<file path="src/rtl/calc_driver.sv">
// calc_driver: queues calculator commands in a small FIFO and sequences each one
// through setup, a single-cycle execute strobe, a settle window and result capture,
// presenting the captured result on a valid/ready response port.

package calc_driver_pkg;

    // One queued calculator command.
    typedef struct packed {
        logic [3:0] op;
        logic [7:0] operand;
    } cmd_t;

    // Opcodes the calculator does not implement; rejected without a strobe.
    localparam logic [3:0] OP_RSVD_B = 4'hB;
    localparam logic [3:0] OP_RSVD_C = 4'hC;

endpackage : calc_driver_pkg

module calc_driver
    import calc_driver_pkg::*;
#(
    parameter int unsigned FIFO_DEPTH    = 4,
    parameter int unsigned SETTLE_CYCLES = 1
) (
    input  logic       clk,
    input  logic       rst_n,

    input  logic       cmd_valid,
    output logic       cmd_ready,
    input  logic [3:0] cmd_op,
    input  logic [7:0] cmd_operand,

    output logic [7:0] calc_operand,
    output logic [3:0] calc_op,
    output logic       calc_go,
    input  logic [7:0] calc_result,
    input  logic [2:0] calc_flags,

    output logic       rsp_valid,
    input  logic       rsp_ready,
    output logic [7:0] rsp_result,
    output logic [2:0] rsp_flags,
    output logic [3:0] rsp_op,
    output logic       rsp_err,

    output logic       busy
);

    localparam int unsigned PTR_W = (FIFO_DEPTH > 1) ? $clog2(FIFO_DEPTH) : 1;
    localparam int unsigned CNT_W = $clog2(FIFO_DEPTH + 1);
    // Settle counter holds SETTLE_CYCLES-1 down to zero.
    localparam int unsigned SET_W = (SETTLE_CYCLES > 1) ? $clog2(SETTLE_CYCLES) : 1;

    localparam logic [CNT_W-1:0] FULL_CNT   = CNT_W'(FIFO_DEPTH);
    localparam logic [SET_W-1:0] SETTLE_INI = SET_W'(SETTLE_CYCLES - 1);

    localparam logic [2:0] ST_IDLE    = 3'd0;
    localparam logic [2:0] ST_SETUP   = 3'd1;
    localparam logic [2:0] ST_STROBE  = 3'd2;
    localparam logic [2:0] ST_SETTLE  = 3'd3;
    localparam logic [2:0] ST_CAPTURE = 3'd4;
    localparam logic [2:0] ST_RESP    = 3'd5;

    // ------------------------------------------------------------------
    // Command FIFO
    // ------------------------------------------------------------------
    cmd_t             fifo_mem [FIFO_DEPTH];
    logic [PTR_W-1:0] wr_ptr;
    logic [PTR_W-1:0] rd_ptr;
    logic [CNT_W-1:0] count;
    cmd_t             cmd_in;
    cmd_t             head;
    logic             push;
    logic             pop;

    logic [2:0]       state;
    logic [2:0]       state_d;

    assign cmd_in    = '{op: cmd_op, operand: cmd_operand};
    assign head      = fifo_mem[rd_ptr];
    assign cmd_ready = (count != FULL_CNT);
    assign push      = cmd_valid && cmd_ready;
    // The FSM only takes a new command from IDLE, so one is in flight at most.
    assign pop       = (state == ST_IDLE) && (count != '0);
    assign busy      = (state != ST_IDLE) || (count != '0);

    // FIFO storage: written on push, no reset needed since count guards reads.
    always_ff @(posedge clk) begin
        if (push) begin
            fifo_mem[wr_ptr] <= cmd_in;
        end
    end

    // FIFO pointers and occupancy; power-of-two depth lets pointers wrap naturally.
    always_ff @(posedge clk or negedge rst_n) begin
        if (!rst_n) begin
            wr_ptr <= '0;
            rd_ptr <= '0;
            count  <= '0;
        end else begin
            if (push) begin
                wr_ptr <= wr_ptr + PTR_W'(1);
            end
            if (pop) begin
                rd_ptr <= rd_ptr + PTR_W'(1);
            end
            unique case ({push, pop})
                2'b10:   count <= count + CNT_W'(1);
                2'b01:   count <= count - CNT_W'(1);
                default: count <= count;
            endcase
        end
    end

    // ------------------------------------------------------------------
    // Sequencing FSM
    // ------------------------------------------------------------------
    cmd_t             wrk;
    cmd_t             wrk_d;
    logic [SET_W-1:0] settle_cnt;
    logic [SET_W-1:0] settle_d;

    logic             calc_go_d;
    logic [3:0]       calc_op_d;
    logic [7:0]       calc_operand_d;
    logic             rsp_valid_d;
    logic [7:0]       rsp_result_d;
    logic [2:0]       rsp_flags_d;
    logic [3:0]       rsp_op_d;
    logic             rsp_err_d;

    // State register plus registered calculator and response outputs.
    always_ff @(posedge clk or negedge rst_n) begin
        if (!rst_n) begin
            state        <= ST_IDLE;
            wrk          <= '0;
            settle_cnt   <= '0;
            calc_go      <= 1'b0;
            calc_op      <= '0;
            calc_operand <= '0;
            rsp_valid    <= 1'b0;
            rsp_result   <= '0;
            rsp_flags    <= '0;
            rsp_op       <= '0;
            rsp_err      <= 1'b0;
        end else begin
            state        <= state_d;
            wrk          <= wrk_d;
            settle_cnt   <= settle_d;
            calc_go      <= calc_go_d;
            calc_op      <= calc_op_d;
            calc_operand <= calc_operand_d;
            rsp_valid    <= rsp_valid_d;
            rsp_result   <= rsp_result_d;
            rsp_flags    <= rsp_flags_d;
            rsp_op       <= rsp_op_d;
            rsp_err      <= rsp_err_d;
        end
    end

    // Next-state and next-output logic; outputs hold unless a state updates them.
    always_comb begin
        state_d        = state;
        wrk_d          = wrk;
        settle_d       = settle_cnt;
        calc_go_d      = 1'b0;
        calc_op_d      = calc_op;
        calc_operand_d = calc_operand;
        rsp_valid_d    = rsp_valid;
        rsp_result_d   = rsp_result;
        rsp_flags_d    = rsp_flags;
        rsp_op_d       = rsp_op;
        rsp_err_d      = rsp_err;

        unique case (state)
            ST_IDLE: begin
                if (count != '0) begin
                    // Calculator inputs are loaded with the pop so they are
                    // already stable for the whole SETUP cycle.
                    wrk_d          = head;
                    calc_op_d      = head.op;
                    calc_operand_d = head.operand;
                    state_d        = ST_SETUP;
                end
            end

            ST_SETUP: begin
                if ((wrk.op == OP_RSVD_B) || (wrk.op == OP_RSVD_C)) begin
                    rsp_valid_d  = 1'b1;
                    rsp_err_d    = 1'b1;
                    rsp_result_d = '0;
                    rsp_flags_d  = '0;
                    rsp_op_d     = wrk.op;
                    state_d      = ST_RESP;
                end else begin
                    // Registered strobe is high for exactly the STROBE cycle.
                    calc_go_d = 1'b1;
                    state_d   = ST_STROBE;
                end
            end

            ST_STROBE: begin
                settle_d = SETTLE_INI;
                state_d  = ST_SETTLE;
            end

            ST_SETTLE: begin
                if (settle_cnt == '0) begin
                    state_d = ST_CAPTURE;
                end else begin
                    settle_d = settle_cnt - SET_W'(1);
                end
            end

            ST_CAPTURE: begin
                rsp_valid_d  = 1'b1;
                rsp_err_d    = 1'b0;
                rsp_result_d = calc_result;
                rsp_flags_d  = calc_flags;
                rsp_op_d     = wrk.op;
                state_d      = ST_RESP;
            end

            ST_RESP: begin
                if (rsp_ready) begin
                    rsp_valid_d = 1'b0;
                    state_d     = ST_IDLE;
                end
            end

            default: begin
                state_d = ST_IDLE;
            end
        endcase
    end

endmodule : calc_driver

</file>
<file path="config.mk">
export PLATFORM = sky130hd
export DESIGN_NAME = calc_driver
export DESIGN_NICKNAME = d
export VERILOG_FILES = /design/src/rtl/calc_driver.sv
export SDC_FILE = /design/constraint.sdc
export NUM_CORES = 1
export LEC_CHECK = 0
export BUFFER_PORTS_ARGS = -buffer_cell sky130_fd_sc_hd__buf_2
export CAP_MARGIN = 40
export CORE_MARGIN = 3
export CORE_UTILIZATION = 56
export CTS_CLUSTER_DIAMETER = 60
export DETAILED_ROUTE_END_ITERATION = 7
export PLACE_DENSITY = 0.79
export SYNTH_ARGS = -nofsm -noshare
export SYNTH_HDL_FRONTEND = slang
export SYNTH_SLANG_ARGS = --single-unit
</file>
<file path="constraint.sdc">
create_clock -name clk -period 2.6 [get_ports clk]
set_clock_uncertainty 0.2 [all_clocks]
set_input_delay 0.26 -clock clk [delete_from_list [all_inputs] [get_ports clk]]
set_output_delay 0.26 -clock clk [all_outputs]
set_load 0.02 [all_outputs]
</file>
Word level (Yosys, flattened, before mapping):

Memories as Yosys holds them, arrays and structs flattened. A register that Yosys moved wholly into a read port is not among the register bits.
Index checks and enable logic that the tools add are counted.

* flip-flop bits (word level): 29
* RAM bits: 48
* output and inout bits: 32
* word-level logic and storage cells: 69
* memories: 1

Memories
* fifo_mem: depth 4, width 12, read ports 1, clocked after Yosys merged registers in 1, write ports 1, RTL line 67 `cmd_t fifo_mem [FIFO_DEPTH];`

* add/sub/neg operators: 5
* equality and inequality tests: 14
* muxes and demuxes: 22
* reductions and logical operators: 16

Operator list (number)
* $pmux 3 s6: 1
* $pmux 8 s2: 1
* $mux 3: 5
* $pmux 3 s2: 2
* $reduce_bool 3->1: 3
* $eq 4x4->1 const B: 2
* $mux 8: 1
* $pmux 4 s2: 1
* $mux 1: 7
* $eq 3x2->1 const B: 2
* $eq 3x3->1 const B: 2
* $ne 2x2->1 const B: 3
* $reduce_and 3->1: 2
* $reduce_bool 2->1: 3
* $add 2x1->2 const B: 2
* $mux 4: 1
* $pmux 1 s2: 2
* $reduce_and 2->1: 2
* $add 3x1->3 const B: 1
* $eq 3x1->1 const B: 1
* $logic_not 3->1: 1
* $ne 3x3->1 const B: 1
* $pmux 1 s3: 1
* $sub 3x1->3 const B: 1
* other kinds (7): 9

Logic depth before layout (Yosys ltp):

Gate-level depths: netlist of the first run.

* depth in word-level cells: 4
* gate-level depth with buffers: 11

Worst setup path before layout of the first run:

No wires, ideal clock.

* kind: register to register
* start: register count[0]
* end: register count[2]
* setup time: 0.079 ns
* data arrival time: 2.056 ns
* setup slack: 0.265 ns
* cell stages (with the launch flop): 10
* path buffers: 0
* clock period less this slack: 2.335 ns
* cells stage by stage: dfrtp_1 or3b_4 and2_4 inv_1 ha_1 inv_1 fa_1 xor2_1 nor2_1 xor2_1

* cells in the longest elaborated chain, start to end: 4
* elaborated cells between the ends (all ways): 10
* classes of those cells: add/sub (2); eq/ne (3); mux (1); reduce/logical (4)

Ends and longest elaborated chain
* start, declared: RTL line 70 `logic [CNT_W-1:0] count;`
* start signal, assigned: RTL line 108 `2'b10: count <= count + CNT_W'(1);`
* start signal, assigned: RTL line 109 `2'b01: count <= count - CNT_W'(1);`
* start signal, assigned: RTL line 110 `default: count <= count;`
* $ne 3x3->1 (*): RTL line 81 `assign cmd_ready = (count != FULL_CNT);`
* via cmd_ready: RTL line 29 `output logic cmd_ready,`
* $logic_and 1x1->1 (*): RTL line 82 `assign push = cmd_valid && cmd_ready;`
* $eq 2x1->1 or $eq 2x2->1 (tied branches): RTL line 107 `unique case ({push, pop})`
* $pmux 3 s2 or $reduce_bool 2->1 (tied branches)

Mark *: on every way through the listed nets, which the timed path passes. The rest lies on a longest branch.
A chain may end at the register's enable or synchronous reset.

Worst setup path after layout of the first run:

* start: register count[0]
* end: register count[2]

* cells in the longest elaborated chain, start to end: 4
* elaborated cells between the ends (all ways): 10
* classes of those cells: add/sub (2); eq/ne (3); mux (1); reduce/logical (4)

Ends and longest elaborated chain (RTL line)
* $ne 3x3->1 or $reduce_bool 3->1 (tied branches): 81, 84
* $logic_and 1x1->1, on equally long branches: 82, 84
* $eq 2x1->1 or $eq 2x2->1 (tied branches): 107
* $pmux 3 s2 or $reduce_bool 2->1 (tied branches)

Parallel ways exist; a longest one is shown, timed or not.

==> results.sh, run 1 <==
export IMPL_setup_violations_final=0
export IMPL_post_cts_buffers=0
export IMPL_post_synth_top_area_cell="edfxtp_1"
export IMPL_leakage_nw=1.83
export IMPL_combinationalPowerShare_pct=40.4
export IMPL_min_from="calc_result[0]"
export IMPL_cts_sinks=88
export IMPL_use_met1_pct=23.8
export IMPL_die_height_um=87.3
export IMPL_die_area_sq_um=7630
export IMPL_worst_pin_slew_ns=0.664
export IMPL_dr_first_iter_drc_count=76
export IMPL_clkPwrFrac_pct=18.2
export IMPL_nFillCells=444
export IMPL_busiest_layer="met2"
export IMPL_hpwl_um=4390
export IMPL_startpoint_type="flip-flop"
export IMPL_clk_path_buf_depth=2
export IMPL_fin_tns_setup_ns=0
export IMPL_postLayoutCoreUtil_pct=69.1
export IMPL_drt_pass1_iterations=4
export IMPL_p_sw_share_pct=35.3
export IMPL_timing_max_cap_violations=0
export IMPL_clk_pin_slew_ns=0.08
export IMPL_synth_area_sq_um=3700
export IMPL_portBuffers=58
export IMPL_critical_path_max_fanout=6
export IMPL_io_pins=59
export IMPL_fin_crit_ns=2.38
export IMPL_antenna_found_initial=0
export IMPL_clock_latency_ns=0.34
export IMPL_ir_worst_vdd_v=0.000767
export IMPL_routed_wl_um=6590
export IMPL_reg2reg_slack_ns=0.22
export IMPL_max_clock_freq_mhz=420
export IMPL_diodes=0
export IMPL_slew_viol_final=0
export IMPL_grt_setup_unrepaired="no"
export IMPL_met3_usage_pct=4.45
export IMPL_wl_per_cell_um=16.9
export IMPL_cts_buffers_inserted=9
export IMPL_status="finished clean"
export IMPL_drc_errors=0
export IMPL_post_route_period_util_pct=91.6
export IMPL_drive_above_1_share_pct=35.1
export IMPL_grt_use_met2_pct=31.8
export IMPL_gp_congestion=0.770
export IMPL_netlist_cell_type_count=44
export IMPL_synth_ff_type="edfxtp_1"
export IMPL_cts_htree_levels=3
export IMPL_grt_max_degree=28
export IMPL_grt_pass1_wl_um=10700
export IMPL_hold_viol=0
export IMPL_hp_class="primary input to flip-flop"
export IMPL_synthArstFlopShare_pct=45.5
export IMPL_p_int_mw=3.53
export IMPL_cts_tree="yes"
export IMPL_synth_top_cells_by_area="edfxtp_1, dfrtp_1, mux4_2"
export IMPL_r2r_start="count[0]"
export IMPL_chipWidth_um=87.3
export IMPL_synthCells=231
export IMPL_ant_nets=0
export IMPL_yosys_warnings=0
export IMPL_hold_end="rsp_result[0]"
export IMPL_vias=2156
export IMPL_track_usage_pct=18.9
export IMPL_via_per_inst=5.53
export IMPL_critPathRequiredTime_ns=2.67
export IMPL_power_per_cell_area_nw_per_um2=1240
export IMPL_relSlewSlack_pct=55.7
export IMPL_yosysTopAreaCellShare_pct=38.9
export IMPL_p_sw_mw=1.93
export IMPL_grt_ovfl_total=0
export IMPL_grt_pass1_vias=2209
export IMPL_row_count=29
export IMPL_cp_arrival_ns=2.45
export IMPL_reg2reg_depth=9
export IMPL_area_growth_pct=19.1
export IMPL_end_kind="flip-flop"
export IMPL_core_area_sq_um=6390
export IMPL_post_cts_resized_instances=0
export IMPL_whs_path_depth=3
export IMPL_synth_seq_area_share_pct=65.9
export IMPL_synth_edff_count=48
export IMPL_nets=341
export IMPL_syn_nets=264
export IMPL_seq_power_share_pct=41.4
export IMPL_avgSynthCellArea_sq_um=16.0
export IMPL_r2r_end="count[2]"
export IMPL_criticalPathCategory="flip-flop to flip-flop"
export IMPL_start_util_pct=58.0
export IMPL_cts_root_buf="clkbuf_8"
export IMPL_ys_ff_latch=88
flip-flops by register name, summed over array words and instances, names as in the netlist, 3 cells and up:
name          cells
state             3
rsp_result        8
rsp_flags         3
fifo_mem         48
rsp_op            4
calc_operand      8
count             3
wrk               4
critical path, stage by stage (launching register included):
cell	delay, ns
dfrtp_1	0.43
or3b_4	0.44
and2_4	0.19
inv_1	0.05
ha_1	0.17
inv_1	0.06
fa_1	0.37
xor2_1	0.15
nor2_1	0.11
xor2_1	0.14
layer usage:
layer  routed length, um  part of all wire (%)
met5                   0                     0
met4                  69                   1.0
met3                 355                   5.4
met2                3300                    50
met1                2870                    43
through the flow:
step / cell area, sq um / power, mW / cells / worst slack (ns) / hold WS [ns]
CTS: 4410 / 5.52 / 390 / 0.208 / 0.0203
detailed placement: 4070 / 4.51 / 361 / 0.228 / -0.0188
global placement: 4050 / 4.43 / 360 / 0.276 / 0.237
finish: 4410 / 5.46 / 390 / 0.219 / 0.0285
global route: 4410 / 5.83 / 390 / 0.103 / 0.0357
floorplan: 3700 / 3.93 / 231 / 0.265 / -0.236
cells in the mapped netlist, types with 3 or more instances:
master and number:
and3_1 5, nand2_1 14, nor3_1 4, clkbuf_1 4, mux2i_1 14, xnor2_1 4, inv_1 9, buf_4 5
mux4_2 11, a2bb2oi_1 3, mux2_2 12, o22ai_1 12, ha_1 5, nor2_1 4, o21ai_0 6, edfxtp_1 48
dfrtp_1 40
kinds of logic (layout without fill, tap and decap cells):
kind of cell               count (synthesis)  count (layout)  share of synthesized area (%)
AOI/OAI and AO/OA                         30              30                           5.84
muxes                                     39              39                           15.2
xor gates and xnor gates                   6               6                           1.42
and+or+nand+nor                           40              40                           5.91
buffers and inverters                     22             104                           3.44
adders and majority gates                  6               6                           2.23
DFF                                       88              88                           65.9
power by group through the flow:
stage | registers, mW | logic, mW | clock network (mW)
global route | 2.32 | 2.44 | 1.08
detailed placement | 2.29 | 2.22 | 0
CTS | 2.26 | 2.24 | 1.01
finish | 2.26 | 2.21 | 0.994
global placement | 2.26 | 2.16 | 0
floorplan | 2.47 | 1.47 | 0
worst max-delay path by stage:
stage                        start  endpoint  slack [ns]  cells after the start
after floorplan           count[0]  count[2]        0.26                      9
after global placement    count[0]  count[2]        0.28                      9
after detailed placement  count[0]  count[2]        0.23                      9
after CTS                 count[0]  count[2]        0.21                      9
after global routing      count[0]  count[2]        0.10                      9
final                     count[0]  count[2]        0.22                      9
what timing repair did:
item / CTS / global route
hold buffers: 13 / 0
hold endpoints to repair: 88 / 0
endpoints found under the setup margin: 0 / 0
layout make-up:
class | count | area (sq um) | share of cell area, %
Sequential cell | 88 | 2440 | 55.3
Multi-Input combinational cell | 121 | 1130 | 25.7
Timing Repair Buffer | 79 | 493 | 11.2
Clock buffer | 11 | 131 | 2.98
Tap cell | 77 | 96.3 | 2.18
Clock inverter | 5 | 81.3 | 1.84
Inverter | 9 | 33.8 | 0.766
placed cells by master (no fill, tap or decap), drive strengths merged, types with 4 or more instances in the layout:
master	instances
nand2	14
mux4	12
inv	9
and3	5
o22ai	12
buf	66
mux2i	14
nor2	5
mux2	13
xnor2	4
edfxtp	48
clkbuf	11
nor3	5
o21ai	6
ha	5
dfrtp	40
dlygate4sd3	13
(Power assumes the default switching activity.)
==> inputs of run 2 (changes only) <==
--- a/config.mk
+++ b/config.mk
@@ -9,6 +9,7 @@
 export CAP_MARGIN = 40
 export CORE_MARGIN = 3
 export CORE_UTILIZATION = 56
+export CTS_BUF_LIST = sky130_fd_sc_hd__clkbuf_8 sky130_fd_sc_hd__clkbuf_16
 export CTS_CLUSTER_DIAMETER = 60
 export DETAILED_ROUTE_END_ITERATION = 7
 export PLACE_DENSITY = 0.79
==> results.sh, run 2 (synthesized netlist as in run 1, its figures left out) <==
export IMPL_status="finished clean"
export IMPL_max_clock_freq_mhz=420
export IMPL_grt_use_met2_pct=31.8
export IMPL_criticalPathCategory="flip-flop to flip-flop"
export IMPL_fin_crit_ns=2.38
export IMPL_hp_class="primary input to flip-flop"
export IMPL_cts_root_buf="clkbuf_8"
export IMPL_cp_arrival_ns=2.45
export IMPL_via_per_inst=5.52
export IMPL_nets=341
export IMPL_row_count=29
export IMPL_hold_viol=0
export IMPL_clock_latency_ns=0.34
export IMPL_p_total_mw=5.45
export IMPL_routed_wl_um=6590
export IMPL_cts_htree_levels=3
export IMPL_grt_ovfl_total=0
export IMPL_area_growth_pct=19.1
export IMPL_clk_pin_slew_ns=0.08
export IMPL_clk_path_buf_depth=2
export IMPL_place_ws_ns=0.228
export IMPL_startpoint_type="flip-flop"
export IMPL_ir_worst_vdd_v=0.000767
export IMPL_whs_path_depth=3
export IMPL_die_area_sq_um=7630
export IMPL_die_height_um=87.3
export IMPL_timing_max_cap_violations=0
export IMPL_gp_congestion=0.770
export IMPL_setup_violations_final=0
export IMPL_met3_usage_pct=4.45
export IMPL_drive_above_1_share_pct=35.1
export IMPL_layout_commonest_cell="buf_2"
export IMPL_critical_path_max_fanout=6
export IMPL_portBuffers=58
export IMPL_drt_pass1_iterations=4
export IMPL_most_common_layout_cells="buf_2, edfxtp_1, dfrtp_1"
export IMPL_dr_first_iter_drc_count=77
export IMPL_grt_max_degree=28
export IMPL_cpPeakStageDelay_ns=0.44
export IMPL_wl_per_cell_um=16.9
export IMPL_grt_pass1_vias=2209
export IMPL_relSlewSlack_pct=55.7
export IMPL_vias=2154
export IMPL_drc_errors=0
export IMPL_reg_top3="fifo_mem: 48 flops, calc_operand: 8 flops, rsp_result: 8 flops"
export IMPL_cts_buffers_inserted=9
export IMPL_post_cts_buffers=0
export IMPL_antenna_found_initial=0
export IMPL_end_kind="flip-flop"
export IMPL_slew_viol_final=0
export IMPL_cp_cell_sequence="or3b_4 > and2_4 > inv_1 > ha_1 > inv_1 > fa_1 > xor2_1 > nor2_1 > xor2_1"
export IMPL_cts_tree="yes"
export IMPL_grt_setup_unrepaired="no"
export IMPL_leakage_nw=1.84
export IMPL_largest_reg_flops=48
export IMPL_fin_tns_setup_ns=0
export IMPL_use_met1_pct=23.8
export IMPL_worst_pin_slew_ns=0.664
export IMPL_reg2reg_depth=9
export IMPL_diodes=0
export IMPL_cts_sinks=88
export IMPL_chipWidth_um=87.3
export IMPL_ant_nets=0
export IMPL_hpwl_um=4390
export IMPL_post_route_period_util_pct=91.6
export IMPL_fin_ws_ns=0.219
export IMPL_core_area_sq_um=6390
export IMPL_critPathSlowestCell="or3b_4"
export IMPL_track_usage_pct=18.9
export IMPL_io_pins=59
export IMPL_power_per_cell_area_nw_per_um2=1240
export IMPL_start_util_pct=58.0
export IMPL_critPathRequiredTime_ns=2.67
export IMPL_busiest_layer="met2"
export IMPL_largest_register="fifo_mem"
export IMPL_grt_pass1_wl_um=10700
-- run 2: changes by cell type in the layout (fill, tap and decap cells not counted), sizes merged --
cell / delta
inv: +2
clkbuf: -2
-- run 2: worst max-delay path: cells and delay by family (launching register included) --
| kind | cells | cell delay [ns] |
|---|---|---|
| DFF | 1 | 0.43 |
| and+or+nand+nor | 3 | 0.74 |
| adders and majority gates | 2 | 0.54 |
| xor gates and xnor gates | 2 | 0.29 |
| buffers and inverters | 2 | 0.11 |
-- run 2: report_power, final --
group | leakage [nW] | internal (mW) | switching, mW
registers | 0.922 | 1.96 | 0.303
logic | 0.804 | 1.03 | 1.17
clock network | 0.113 | 0.535 | 0.451
-- run 2: metal layers --
metal	share of wire [%]	vias to the layer above
met2	50	62
met5	0	-
li1	-	1035
met3	5.5	7
met1	43	1050
met4	1.0	0
-- run 2: area by class of cell --
class / count / area [sq um]
repair buffers: 79 / 493
clock buffers: 9 / 124
multi-input cells: 121 / 1130
fillers: 444 / 1970
flip-flops and latches: 88 / 2440
well taps: 77 / 96.3
inverters: 9 / 33.8
clock inverters: 7 / 88.8
-- run 2: final timing paths --
| path | start | endpoint | slack [ns] |
|---|---|---|---|
| min in group asynchronous | rst_n | rsp_result[4] | 0.17 |
| max reg2reg | count[0] | count[2] | 0.22 |
| min | calc_result[0] | rsp_result[0] | 0.03 |
| max | count[0] | count[2] | 0.22 |
| min reg2reg | calc_operand[5] | calc_operand[5] | 0.30 |
| max in group asynchronous | rst_n | calc_operand[1] | 1.58 |
-- run 2: through the flow --
stage                     area (sq um)  util, %  std cells  hold WS, ns
after floorplan                   3700        -        231       -0.236
after global placement            4050     63.4        360        0.237
after detailed placement          4070     63.7        361      -0.0188
after CTS                         4410     69.1        390       0.0203
after global routing              4410     69.1        390       0.0357
final                             4410     69.1        390       0.0287
-- run 2: repair_timing --
action                                 in CTS  in global routing
gates resized for setup                     0                  0
endpoints found under the hold margin      88                  0
hold buffers                               13                  0
